### src/rtl/ppc_pkg.sv
// Shared types and widths for the PPC core front end.
package ppc_pkg;

    localparam int INST_W    = 32;
    localparam int ADDR_W    = 64;
    localparam int DW_ADDR_W = 61;

    // One buffered fetch result: byte address plus the instruction word.
    typedef struct packed {
        logic [ADDR_W-1:0] pc;
        logic [INST_W-1:0] inst;
    } fetch_entry_t;

    typedef enum logic {
        RUN    = 1'b0,
        HALTED = 1'b1
    } fetch_state_t;

    // Big-endian word select: address bit 2 clear picks the upper half.
    function automatic logic [INST_W-1:0] sel_word(input logic [63:0] dw, input logic lo);
        return lo ? dw[31:0] : dw[63:32];
    endfunction

endpackage

### src/rtl/fetch_fifo.sv
// Instruction buffer between fetch and decode. Flush wins over push/pop;
// the head is a plain register read so downstream sees no input paths.
module fetch_fifo
    import ppc_pkg::*;
#(
    parameter int DEPTH = 4,
    localparam int PW = $clog2(DEPTH),
    localparam int CW = PW + 1
) (
    input  logic         clk,
    input  logic         rst_n,
    input  logic         push,
    input  logic         pop,
    input  logic         flush,
    input  fetch_entry_t wdata,
    output logic [CW-1:0] count,
    output fetch_entry_t head
);

    fetch_entry_t  mem [DEPTH];
    logic [PW-1:0] wr_ptr;
    logic [PW-1:0] rd_ptr;

    // Storage, pointers and occupancy; pointers wrap naturally at DEPTH.
    always_ff @(posedge clk or negedge rst_n) begin
        if (!rst_n) begin
            for (int i = 0; i < DEPTH; i++) mem[i] <= '0;
            wr_ptr <= '0;
            rd_ptr <= '0;
            count  <= '0;
        end else if (flush) begin
            wr_ptr <= '0;
            rd_ptr <= '0;
            count  <= '0;
        end else begin
            if (push) begin
                mem[wr_ptr] <= wdata;
                wr_ptr      <= wr_ptr + PW'(1);
            end
            if (pop) rd_ptr <= rd_ptr + PW'(1);
            count <= count + CW'(push) - CW'(pop);
        end
    end

    assign head = mem[rd_ptr];

endmodule

### src/rtl/fetch.sv
// Instruction fetch: owns the PC, issues one read per cycle on mem port 0,
// buffers results and hands them to decode. Redirect flushes everything.
module fetch
    import ppc_pkg::*;
#(
    parameter logic [63:0] RESET_PC   = 64'h0,
    parameter int          FIFO_DEPTH = 4
) (
    input  logic        clk,
    input  logic        rst_n,
    input  logic        halt,
    input  logic        redirect_valid,
    input  logic [63:0] redirect_pc,
    output logic        memReadEn0,
    output logic [63:3] memReadAddr0,
    input  logic [63:0] memReadData0,
    output logic        inst_valid,
    output logic [31:0] inst,
    output logic [63:0] inst_pc,
    input  logic        inst_ready
);

    localparam int CW = $clog2(FIFO_DEPTH) + 1;

    fetch_state_t  state;
    logic [63:0]   pc;
    logic          req_q;
    logic [63:0]   req_pc_q;
    logic [CW-1:0] count;
    logic          issue;
    logic          push;
    logic          pop;
    fetch_entry_t  wdata;
    fetch_entry_t  head;

    // In-flight request counts against capacity so a push never finds the FIFO full.
    assign issue = (state == RUN) && !halt && !redirect_valid &&
                   ((count + CW'(req_q)) < CW'(FIFO_DEPTH));

    assign memReadEn0   = issue && rst_n;
    assign memReadAddr0 = pc[63:3];

    // A response arriving in a redirect cycle belongs to the old path.
    assign push        = req_q && !redirect_valid;
    assign pop         = inst_valid && inst_ready && !redirect_valid;
    assign wdata.pc    = req_pc_q;
    assign wdata.inst  = sel_word(memReadData0, req_pc_q[2]);

    // Run/halt state, PC and the one-deep outstanding-request tracker.
    always_ff @(posedge clk or negedge rst_n) begin
        if (!rst_n) begin
            state    <= RUN;
            pc       <= RESET_PC;
            req_q    <= 1'b0;
            req_pc_q <= '0;
        end else begin
            case (state)
                RUN:     if (halt)  state <= HALTED;
                HALTED:  if (!halt) state <= RUN;
                default: state <= RUN;
            endcase
            if (redirect_valid) begin
                pc    <= redirect_pc & ~64'h3;
                req_q <= 1'b0;
            end else begin
                req_q <= issue;
                if (issue) begin
                    req_pc_q <= pc;
                    pc       <= pc + 64'd4;
                end
            end
        end
    end

    fetch_fifo #(.DEPTH(FIFO_DEPTH)) u_fifo (
        .clk   (clk),
        .rst_n (rst_n),
        .push  (push),
        .pop   (pop),
        .flush (redirect_valid),
        .wdata (wdata),
        .count (count),
        .head  (head)
    );

    assign inst_valid = (count != '0);
    assign inst       = head.inst;
    assign inst_pc    = head.pc;

endmodule

### config.mk
export PLATFORM = sky130hd
export DESIGN_NAME = fetch
export DESIGN_NICKNAME = d
export VERILOG_FILES = /design/src/rtl/ppc_pkg.sv /design/src/rtl/fetch_fifo.sv /design/src/rtl/fetch.sv
export SDC_FILE = /design/constraint.sdc
export NUM_CORES = 1
export LEC_CHECK = 0
export BUFFER_PORTS_ARGS = -buffer_cell sky130_fd_sc_hd__buf_2
export CORE_MARGIN = 4
export CORE_UTILIZATION = 40
export CTS_BUF_LIST = sky130_fd_sc_hd__clkbuf_4 sky130_fd_sc_hd__clkbuf_8 sky130_fd_sc_hd__clkbuf_16
export DETAILED_ROUTE_END_ITERATION = 10
export GPL_TIMING_DRIVEN = 0
export PLACE_DENSITY = 0.66
export SYNTH_ARGS = -nofsm -noshare
export SYNTH_HDL_FRONTEND = slang
export SYNTH_SLANG_ARGS = --single-unit
### constraint.sdc
create_clock -name clk -period 6.1 [get_ports clk]
set_input_delay 0.305 -clock clk [delete_from_list [all_inputs] [get_ports clk]]
set_output_delay 0.305 -clock clk [all_outputs]
set_load 0.02 [all_outputs]
# == Yosys cells after proc, flatten, opt, wreduce, memory -nomap -nowiden ==
# Cells that the tools add are included.
# totals
regBits,521
inputBits,133
output_inout_bits,159
# op_classes
n_addsub,6
order_cmp,4
mux,16
bitwise,4
reduce_logical,16
# ops
cell,n
bitwise mux 384 bit,1
two-way mux 96 bit,3
binary-select mux 96 bit (select 2 bit),1
demux 96 bit (select 2 bit),1
two-way mux 64 bit,2
"adder 64 x 3 -> 64 bit, second input constant",1
two-way mux 32 bit,1
logical AND 1 bit,8
two-way mux 2 bit,4
adder 3 x 1 -> 3 bit,2
"greater-or-equal comparator 3 bit, second input constant",2
NOT 2 -> 3 bit,2
nonzero test 2 bit,3
"adder 2 x 1 -> 2 bit, second input constant",2
AND reduction 2 bit,2
"< comparator 3 x 1 -> 1 bit, second input constant",1
"< comparator 3 bit, second input constant",1
two-way mux 3 bit,1
nonzero test 3 bit,1
subtractor 3 x 1 -> 3 bit,1
zero test 1 bit,2
two-way mux 1 bit,2
NOT 1 bit,2

# == Longest topological paths before layout ==
# Gate-level depths: netlist of the first run.
# logic_depth
word_depth,6
depth_mapped,11
ltp_nobuf,10

# == Modules after synthesis ==
# Synthesis of the first run repeated with hierarchy kept, for this count alone.
# unflattened
cells_unflattened,1789
area_unflattened_um2,24622.4
# by_module_without_submodules
module,instances,cells_each,area_each_um2
fetch_fifo,1,964,17484.3
fetch,1,825,7138.1

# == Least setup slack after synthesis of the first run ==
# No wires, ideal clock.
# synth_timing
path_type,register to register
start,register pc[10]
end,register pc[46]
setup_ps,82
arrival_time_ps,2419
required_ps,6018
setup_slack_ps,3599
path_stages_with_launch,9
period_less_slack_ps,2501
cell_sequence,dfrtp_1 buf_2 nand4_2 or4_4 buf_6 or4_1 buf_2 or4_1 a31oi_1
# synth_via
elab_chain_len,3
# synth_lines
element,line_no,text
start: declaration,fetch.sv:26,logic [63:0] pc;
start signal: assignment,fetch.sv:63,pc <= redirect_pc & ~64'h3;
start signal: assignment,fetch.sv:69,pc <= pc + 64'd4;
adder 64 x 3 -> 64 bit,fetch.sv:69,
two-way mux 64 bit,fetch.sv:67,if (issue) begin
two-way mux 64 bit,fetch.sv:62,if (redirect_valid) begin
# Every way passes these cells. The select of a mux whose other input is x is not followed.
# A chain may end at the register's enable or synchronous reset.

# == Worst setup path after layout of the first run ==
# layout_timing
start,register u_fifo.rd_ptr[0]
end,output port inst_pc[35]
# layout_via
elab_chain_len,4
# layout_lines
element,line_no,text
start: declaration,fetch_fifo.sv:22,logic [PW-1:0] rd_ptr;
start signal: assignment,fetch_fifo.sv:40,if (pop) rd_ptr <= rd_ptr + PW'(1);
NOT 2 -> 3 bit (not written as such),fetch_fifo.sv:45,assign head = mem[rd_ptr];
binary-select mux 96 bit (select 2 bit),fetch_fifo.sv:45,
two-way mux 96 bit (not written as such) (2 in series),fetch_fifo.sv:45,
end: declaration,fetch.sv:19,"output logic [63:0] inst_pc,"
# Every way passes these cells. The select of a mux whose other input is x is not followed.

==> metrics.md, run 1 <==
| Metric | Value |
|---|---|
| DPL Wire Length | between 40,000 and 50,000 um |
| Post-CTS setup buffers | 0 |
| Fin util | 49.06% |
| Skew-Pair Late Insertion Delay | 0.60 ns |
| Yosys cell types | 49 |
| Initial antenna violation count | 2 |
| Via count | 16,430 |
| Worst-Margin Slew | 1.396 ns |
| Pre-Repair DR Iteration Count | 5 |
| Chip Height | around 250 um |
| Fmax achieved | 0.2308 GHz |
| Port bufs | ~290 |
| Hold WC Path Type | primary input to flop |
| Min cycle time layout | approximately 4.3 ns |
| Sink count of the clock tree | 509 |
| CTS tree | built |
| Final setup vio count | 0 |
| Routed WL | 64,200 um |
| P_leak | about 13 nW |
| Core Box Area | between 50,000 and 60,000 um2 |
| #FFs+latches synth | approximately 500 |
| Top post-synthesis cells by area | dfrtp_1, mux2_2, mux4_2, o21ai_0, nand2_1 |
| Number of synthesized flops with an enable pin | 0 |
| Syn-to-layout area delta | 21.80% |
| Post-Synth Adder-Cell Area | less than 1% |
| RSZ-0062 raised after global routing | no |
| Final GP Congestion | 0.8377 |
| Worst vdd ir | around 0.23 mV |
| Status | finished, final reports clean |
| Clk pin slew, worst setup/hold paths | approximately 0.060 ns |
| Fill cell count | ~5,100 |
| Number of H-tree levels | 2 |
| Total negative slack | 0 ns |
| WS Path Type | flop to output port |
| GRT Total Usage | approximately 20% |
| Post-Synthesis Cells | 1,801 |
| Routed vias/inst | 5.439 |
| Routed WL per cell | about 21 um |
| Final Cell Area | around 28,000 um2 |
| IO Count | slightly below 300 |
| Die area | between 60,000 and 70,000 um2 |
| Die width | about 250 um |
| Num CTS Buffers | 54 |
| Remaining routing DRC violations | 0 |
| Final hold violations | 0 |
| Largest net degree at the start of global routing | ~120 |
| Worst Setup End Kind | output port |
| Main combinational cell family by area after synthesis | multiplexers |
| Crit-path max FO | 10 |
| Commonest cells after routing, fill and taps aside | dfrtp_1, mux2_2, buf_2, nand2_1, o21ai_0 |
| Remaining antenna violation count | 0 |
| Rows | between 80 and 90 |
| First-pass GRT wire length | roughly 100,000 um |
| Crit path DAT | 4.03 ns |
| Post-synthesis sequential area ratio | 54.91% |
| Compound-gate portion of the synthesized area | under 10% |
| NumNets Final | ~2,400 |
| Largest area contributor in the netlist | dfrtp_1 |
| WP data required | just under 6 ns |
| Synth top area share | 54.91% |
| Layout Skew | ~0.02 ns |
| Async set-reset flop share out of synthesis | 100.0% |
| Synth Warn # | 0 |
| MaxCap Viol Count | 0 |
| Placement Cell Area | approximately 26,000 um2 |
| Post-synthesis xor/xnor area fraction | 1.397% |
| Max Slew Vio Count | 0 |
| Clock Tree Root | clkbuf_16 |
| Post-synthesis mux area share | between 20 and 30% |
| Top FF cell, synth | dfrtp_1 |
| Synthesized area | 23,200 um2 |
| Max_slew headroom | between 6 and 7% |
| Startpoint Class | flop |
| Share of layout cells above drive strength 1 | between 30 and 40% |
| Initial core utilization | about two fifths |
| Commonest non-fill, non-tap cell in the layout | dfrtp_1 |
| Period utilization | 71.01% |
| Synth Area per Inst | roughly 13 um2 |
| Maximum clock insertion buffer count | 3 |
| Vias in the first global route | 17,120 |
| Simple-gate share of the synthesized area | 8.043% |
| DR iter-0 viols | 1,099 |
| Grt ovf | 0 |
| PD cells | about 400 nW/um2 |
logic make-up (layout without fill, tap and decap cells):
group / after synthesis / after routing
buffers and inverters: 195 / 646
flip-flops: 509 / 509
AND/OR/NAND/NOR: 393 / 393
XOR/XNOR: 37 / 37
adder cells (fa/ha/maj): 8 / 8
other: 1 / 4
multiplexers: 439 / 439
AO/OA/AOI/OAI: 219 / 219
stage by stage:
stage	setup WS [ns]	std cells	hold slack [ns]	power (W)
floorplan	3.599	1802	0.009409	0.006751
global placement	-5.172	2853	0.4280	0.007833
detailed placement	2.296	2857	0.2896	0.007970
CTS	1.641	3018	0.01696	0.01146
global route	1.552	3019	0.02659	0.01192
finish	1.768	3020	0.03323	0.01135
what timing repair did:
action	CTS	global route
hold buffers	63	0
hold endpoints to repair	126	0
endpoints found under the setup margin	0	0
gates resized for setup	0	0
Yosys cell counts (2+ instances only):
cell        n
mux2i_1    35
dfrtp_1   509
and3_2      3
nor4_1     16
mux4_2     94
ha_1        7
nand2_1   200
and4_2      2
nor3_1     15
clkbuf_1   91
inv_1      14
nand4_1    27
xnor2_1    28
and3_1      4
nor2_1     42
and4_1      6
buf_4      65
mux2_2    310
nand3_1    30
or4_1      16
o21ai_0   178
o31ai_1     7
or3_1      21
buf_2       3
clkbuf_8    2
nand4_2     2
buf_1      16
buf_6       3
nor2b_1     3
a31oi_1    23
a21oi_1     2
xor2_1      9
or2_2       2
routing by layer:
metal  global-route usage, %  vias up  wire length [um]
met1                   27.80     8481             27580
met5                       0        -                13
met4                   6.796        2              2023
li1                        -     7289                 -
met3                   3.404      121              3668
met2                   33.66      533             30920
registers in the layout, summed over array words and instances, names as in the netlist:
register and cells:
pc 62, req_pc_q 62, req_q 1, state 1, u_fifo.count 3, u_fifo.mem 376, u_fifo.rd_ptr 2, u_fifo.wr_ptr 2
worst max-delay path, stage by stage, from the launching register on:
cell      delay (ns)
dfrtp_1         0.32
clkbuf_1        0.45
buf_1           1.08
buf_1           0.78
mux4_2          0.63
buf_2           0.18
report_power, final:
group	internal, W	switching [W]
Combinational	0.00152	0.00175
Clock	0.00210	0.00134
Sequential	0.00409	0.000544
final timing paths:
kind / start / slack, ns / to / cells past startpoint
worst max-delay path: u_fifo.rd_ptr[0] / 1.77 / inst_pc[35] / 5
worst min-delay path: redirect_pc[58] / 0.03 / pc[58] / 3
worst max register to register: u_fifo.count[1] / 2.79 / req_pc_q[21] / 7
worst min register to register: u_fifo.mem[30] / 0.48 / u_fifo.mem[30] / 2
max in group asynchronous: rst_n / 3.88 / u_fifo.mem[349] / 5
min in group asynchronous: rst_n / 0.25 / u_fifo.mem[308] / 2
area by class of cell:
cell class                 count  area (um2)  share of cell area (%)
buffer                       181       970.9                   3.437
tap                          765       957.2                   3.388
antenna                        2       5.005                 0.01771
clock buffer                  87        1770                   6.267
clock inverter                11       137.6                  0.4872
sequential                   509       12740                   45.08
timing repair buffer         353        2182                   7.724
multi-input combinational   1098        9439                   33.41
inverter                      14       52.55                  0.1860
No activity file was read; power rests on OpenSTA's default activity.
==> run 2: changes to the inputs <==
--- a/config.mk
+++ b/config.mk
@@ -5,13 +5,14 @@
 export SDC_FILE = /design/constraint.sdc
 export NUM_CORES = 1
 export LEC_CHECK = 0
+export ABC_AREA = 1
 export BUFFER_PORTS_ARGS = -buffer_cell sky130_fd_sc_hd__buf_2
 export CORE_MARGIN = 4
 export CORE_UTILIZATION = 40
 export CTS_BUF_LIST = sky130_fd_sc_hd__clkbuf_4 sky130_fd_sc_hd__clkbuf_8 sky130_fd_sc_hd__clkbuf_16
 export DETAILED_ROUTE_END_ITERATION = 10
 export GPL_TIMING_DRIVEN = 0
-export PLACE_DENSITY = 0.66
+export PLACE_DENSITY = 0.68
 export SYNTH_ARGS = -nofsm -noshare
 export SYNTH_HDL_FRONTEND = slang
 export SYNTH_SLANG_ARGS = --single-unit
==> constraint.sdc (replaced) <==
create_clock -name clk -period 3.9 [get_ports clk]
set_input_delay 0.195 -clock clk [delete_from_list [all_inputs] [get_ports clk]]
set_output_delay 0.195 -clock clk [all_outputs]
set_load 0.02 [all_outputs]
==> metrics.md, run 2 <==
| Metric | Value |
|---|---|
| Number of gates resized after CTS | 0 (unchanged) |
| Number of H-tree levels | 2 (unchanged) |
| Post-synth top cells | nand2_1, o21ai_0, dfrtp_1 |
| Synth Warn # | 0 (unchanged) |
| Post-Synthesis Cells | 3,174 (+76%) |
| Number of synthesized flops with an enable pin | 0 (unchanged) |
| DR iter-0 viols | 2,286 (+110%) |
| P_leak | 15.41 nW (+19%) |
| R2R depth | 8 (+1) |
| Routed vias/inst | 5.180 (-4.8%) |
| NumNets Final | 3,782 (+61%) |
| Max FFs per register | 376 (unchanged) |
| Via count | 23,160 (+41%) |
| MaxCap Viol Count | 0 (unchanged) |
| Worst hold slack | 0.04310 ns (+0.009871 ns) |
| Final GP Congestion | 0.9941 (+19%) |
| Maximum clock insertion buffer count | 3 (unchanged) |
| Async set-reset flop share out of synthesis | 100.0% (unchanged) |
| CTS tree | built |
| GRT Total Usage | 25.54% (+5.1 points) |
| Period utilization | between 90% and 100% |
| PD cells | 643.3 nW/um2 (+60%) |
| Final setup vio count | 0 (unchanged) |
| Worst Setup End Kind | output port |
| WS Path Type | flop to output port |
| Die width | 255.9 um (+2.8%) |
| CP Cell Sequence | buf_2, clkinv_1, buf_2, clkbuf_1, o21ai_0, o22ai_1, buf_2 |
| Crit path DAT | 3.35 ns (-0.68 ns) |
| Final hold violations | 0 (unchanged) |
| Clk pin slew, worst setup/hold paths | 0.06 ns (about the same) |
| Share of layout cells above drive strength 1 | 16.08% (-23 points) |
| Rows | 90 (+2.3%) |
| Max_slew headroom | 47.46% (+41 points) |
| Remaining routing DRC violations | 0 (unchanged) |
| Initial core utilization | 40.57% (+0.28 points) |
| Skew-Pair Late Insertion Delay | 0.62 ns (+0.02 ns) |
| Die area | 65,470 um2 (+5.8%) |
| Synthesized area | 24,580 um2 (+5.9%) |
| Post-CTS setup buffers | 0 (unchanged) |
| Slowest CP cell | clkinv_1 |
| Status | finished, final reports clean |
| Max Slew Vio Count | 0 (unchanged) |
| RSZ-0062 raised after global routing | no |
| Port bufs | 286 (unchanged) |
| Worst-Margin Slew | 0.7881 ns (-0.6078 ns) |
| #FFs+latches synth | 509 (unchanged) |
| Biggest register | u_fifo.mem |
| Chip Height | 255.9 um (+2.8%) |
| CP most frequent cell | buf_2 |
| Largest net degree at the start of global routing | 110 (-11%) |
| Hold depth | 5 (+2) |
| Final WS setup | 0.3581 ns (-1.410 ns) |
| Total power | 0.01950 W (+72%) |
| Layout Skew | 0.02424 ns (+0.003964 ns) |
| Synth top area share | 51.83% (-3.1 points) |
| Commonest cells after routing, fill and taps aside | nand2_1, o21ai_0, dfrtp_1, buf_2, nor2_1 |
| First-pass GRT wire length | 132,700 um (+32%) |
| Core Box Area | 60,580 um2 (+5.2%) |
| Multi-input gate area | 9757 um2 (+3.4%) |
| Top post-synthesis cells by area | dfrtp_1, nand2_1, o21ai_0, nor2_1, inv_1 |
| Cell family contributing the most delay on the critical path | buffers and inverters |
| Total negative slack | 0 ns (unchanged) |
| WP data required | 3.70 ns (-2.09 ns) |
| Largest area contributor in the netlist | dfrtp_1 |
| Pre-Repair DR Iteration Count | 6 (+1) |
| Reg area | 12,740 um2 (unchanged) |
| WP buf/inv | 5 (+1) |
| Clock Tree Root | clkbuf_16 |
| Syn-to-layout area delta | 23.36% |
| Fmax achieved | approximately 0.28 GHz |
| Remaining antenna violation count | 0 (unchanged) |
| Num CTS Buffers | 56 (+3.7%) |
| Top FF cell, synth | dfrtp_1 |
| Largest stage delay, worst path | 0.65 ns (-0.43 ns) |
| Routed WL | 84,860 um (+32%) |
| Post-synthesis sequential area ratio | 51.83% (-3.1 points) |
| Min cycle time layout | about 3.5 ns |
| Hold WC Path Type | primary input to flop |
| Post-cts hold buffer count | 117 (+86%) |
| Yosys cell types | 35 (-29%) |
| Placement Cell Area | 27,140 um2 (+5.6%) |
| Place WS | 0.9724 ns (-1.323 ns) |
| Startpoint Class | flop |
| Most common cell in the netlist | nand2_1 |
| Sink count of the clock tree | 509 (unchanged) |
| Synth Area per Inst | 7.743 um2 (-40%) |
| Worst vdd ir | 0.3702 mV (+59%) |
| Crit-path max FO | 10 (unchanged) |
| Routed WL per cell | 18.98 um (-11%) |
| IO Count | 292 (unchanged) |
| DPL Wire Length | 60,080 um (+33%) |
| Initial antenna violation count | 0 (-2) |
| Vias in the first global route | 23,020 (+35%) |
| Top Registers | u_fifo.mem (376), pc (62), req_pc_q (62) |
| Fill cell count | 5,920 (+16%) |
| WP depth | 7 (+2) |
| Commonest non-fill, non-tap cell in the layout | nand2_1 |
| Final Cell Area | 30,320 um2 (+7.3%) |
| Grt ovf | 0 (unchanged) |
run 2: layer usage:
layer / wire, um / part of all wire, % / track usage [%] / up-vias
li1: - / - / - / 11050
met1: 35210 / 41 / 33.59 / 11020
met2: 39200 / 46 / 41.67 / 900
met3: 6466 / 7.6 / 4.660 / 187
met4: 3985 / 4.7 / 10.99 / 0
met5: 0 / 0 / 0 / -
run 2: path summary, 6_finish.rpt:
path | startpoint | to | slack, ns
max | u_fifo.rd_ptr[0] | inst_pc[52] | 0.36
min | memReadData0[36] | u_fifo.mem[196] | 0.04
max reg2reg | req_pc_q[2] | u_fifo.mem[308] | 1.19
min reg2reg | u_fifo.mem[222] | u_fifo.mem[222] | 0.47
max in group asynchronous | rst_n | u_fifo.mem[259] | 2.45
min in group asynchronous | rst_n | u_fifo.mem[25] | 0.10
run 2: cells by family (layout without fill, tap and decap cells):
family / Yosys count / in the layout / synth area share (%)
simple gates: 1505 / 1505 / 23.97
compound gates: 684 / 684 / 14.73
flops: 509 / 509 / 51.83
buf+inv: 452 / 965 / 8.487
xor+xnor: 15 / 15 / 0.5346
fa+ha+maj: 8 / 8 / 0.4378
other cells: 1 / 3 / 0.01526
run 2: worst min-delay path: cells and delay by family:
kind	cells	cell delay [ns]
buffers and inverters	1	0.08
and+or+nand+nor	4	0.34
run 2: final cells by class:
type | instances | area share (%)
flip-flops and latches | 509 | 42.01
clock buffers | 86 | 5.894
clock inverters | 19 | 0.7222
multi-input cells | 2214 | 32.18
well taps | 782 | 3.227
inverters | 207 | 2.563
diodes | 1 | 0.008254
repair buffers | 408 | 9.071
plain buffers | 245 | 4.317
run 2: metrics by stage:
step	util, %	cells
after floorplan	-	3175
after CTS	50.04	4470
after detailed placement	44.79	4248
after global placement	44.55	4243
after global routing	50.04	4470
final	50.04	4471
run 2: power breakdown:
| part | leakage [nW] | internal [W] | total (W) | switching [W] |
|---|---|---|---|---|
| Sequential | 6.79 | 0.00634 | 0.00711 | 0.000772 |
| Clock | 0.995 | 0.00341 | 0.00566 | 0.00225 |
| Combinational | 7.63 | 0.00214 | 0.00674 | 0.00459 |
| Total | 15.4 | 0.0119 | 0.0195 | 0.00761 |
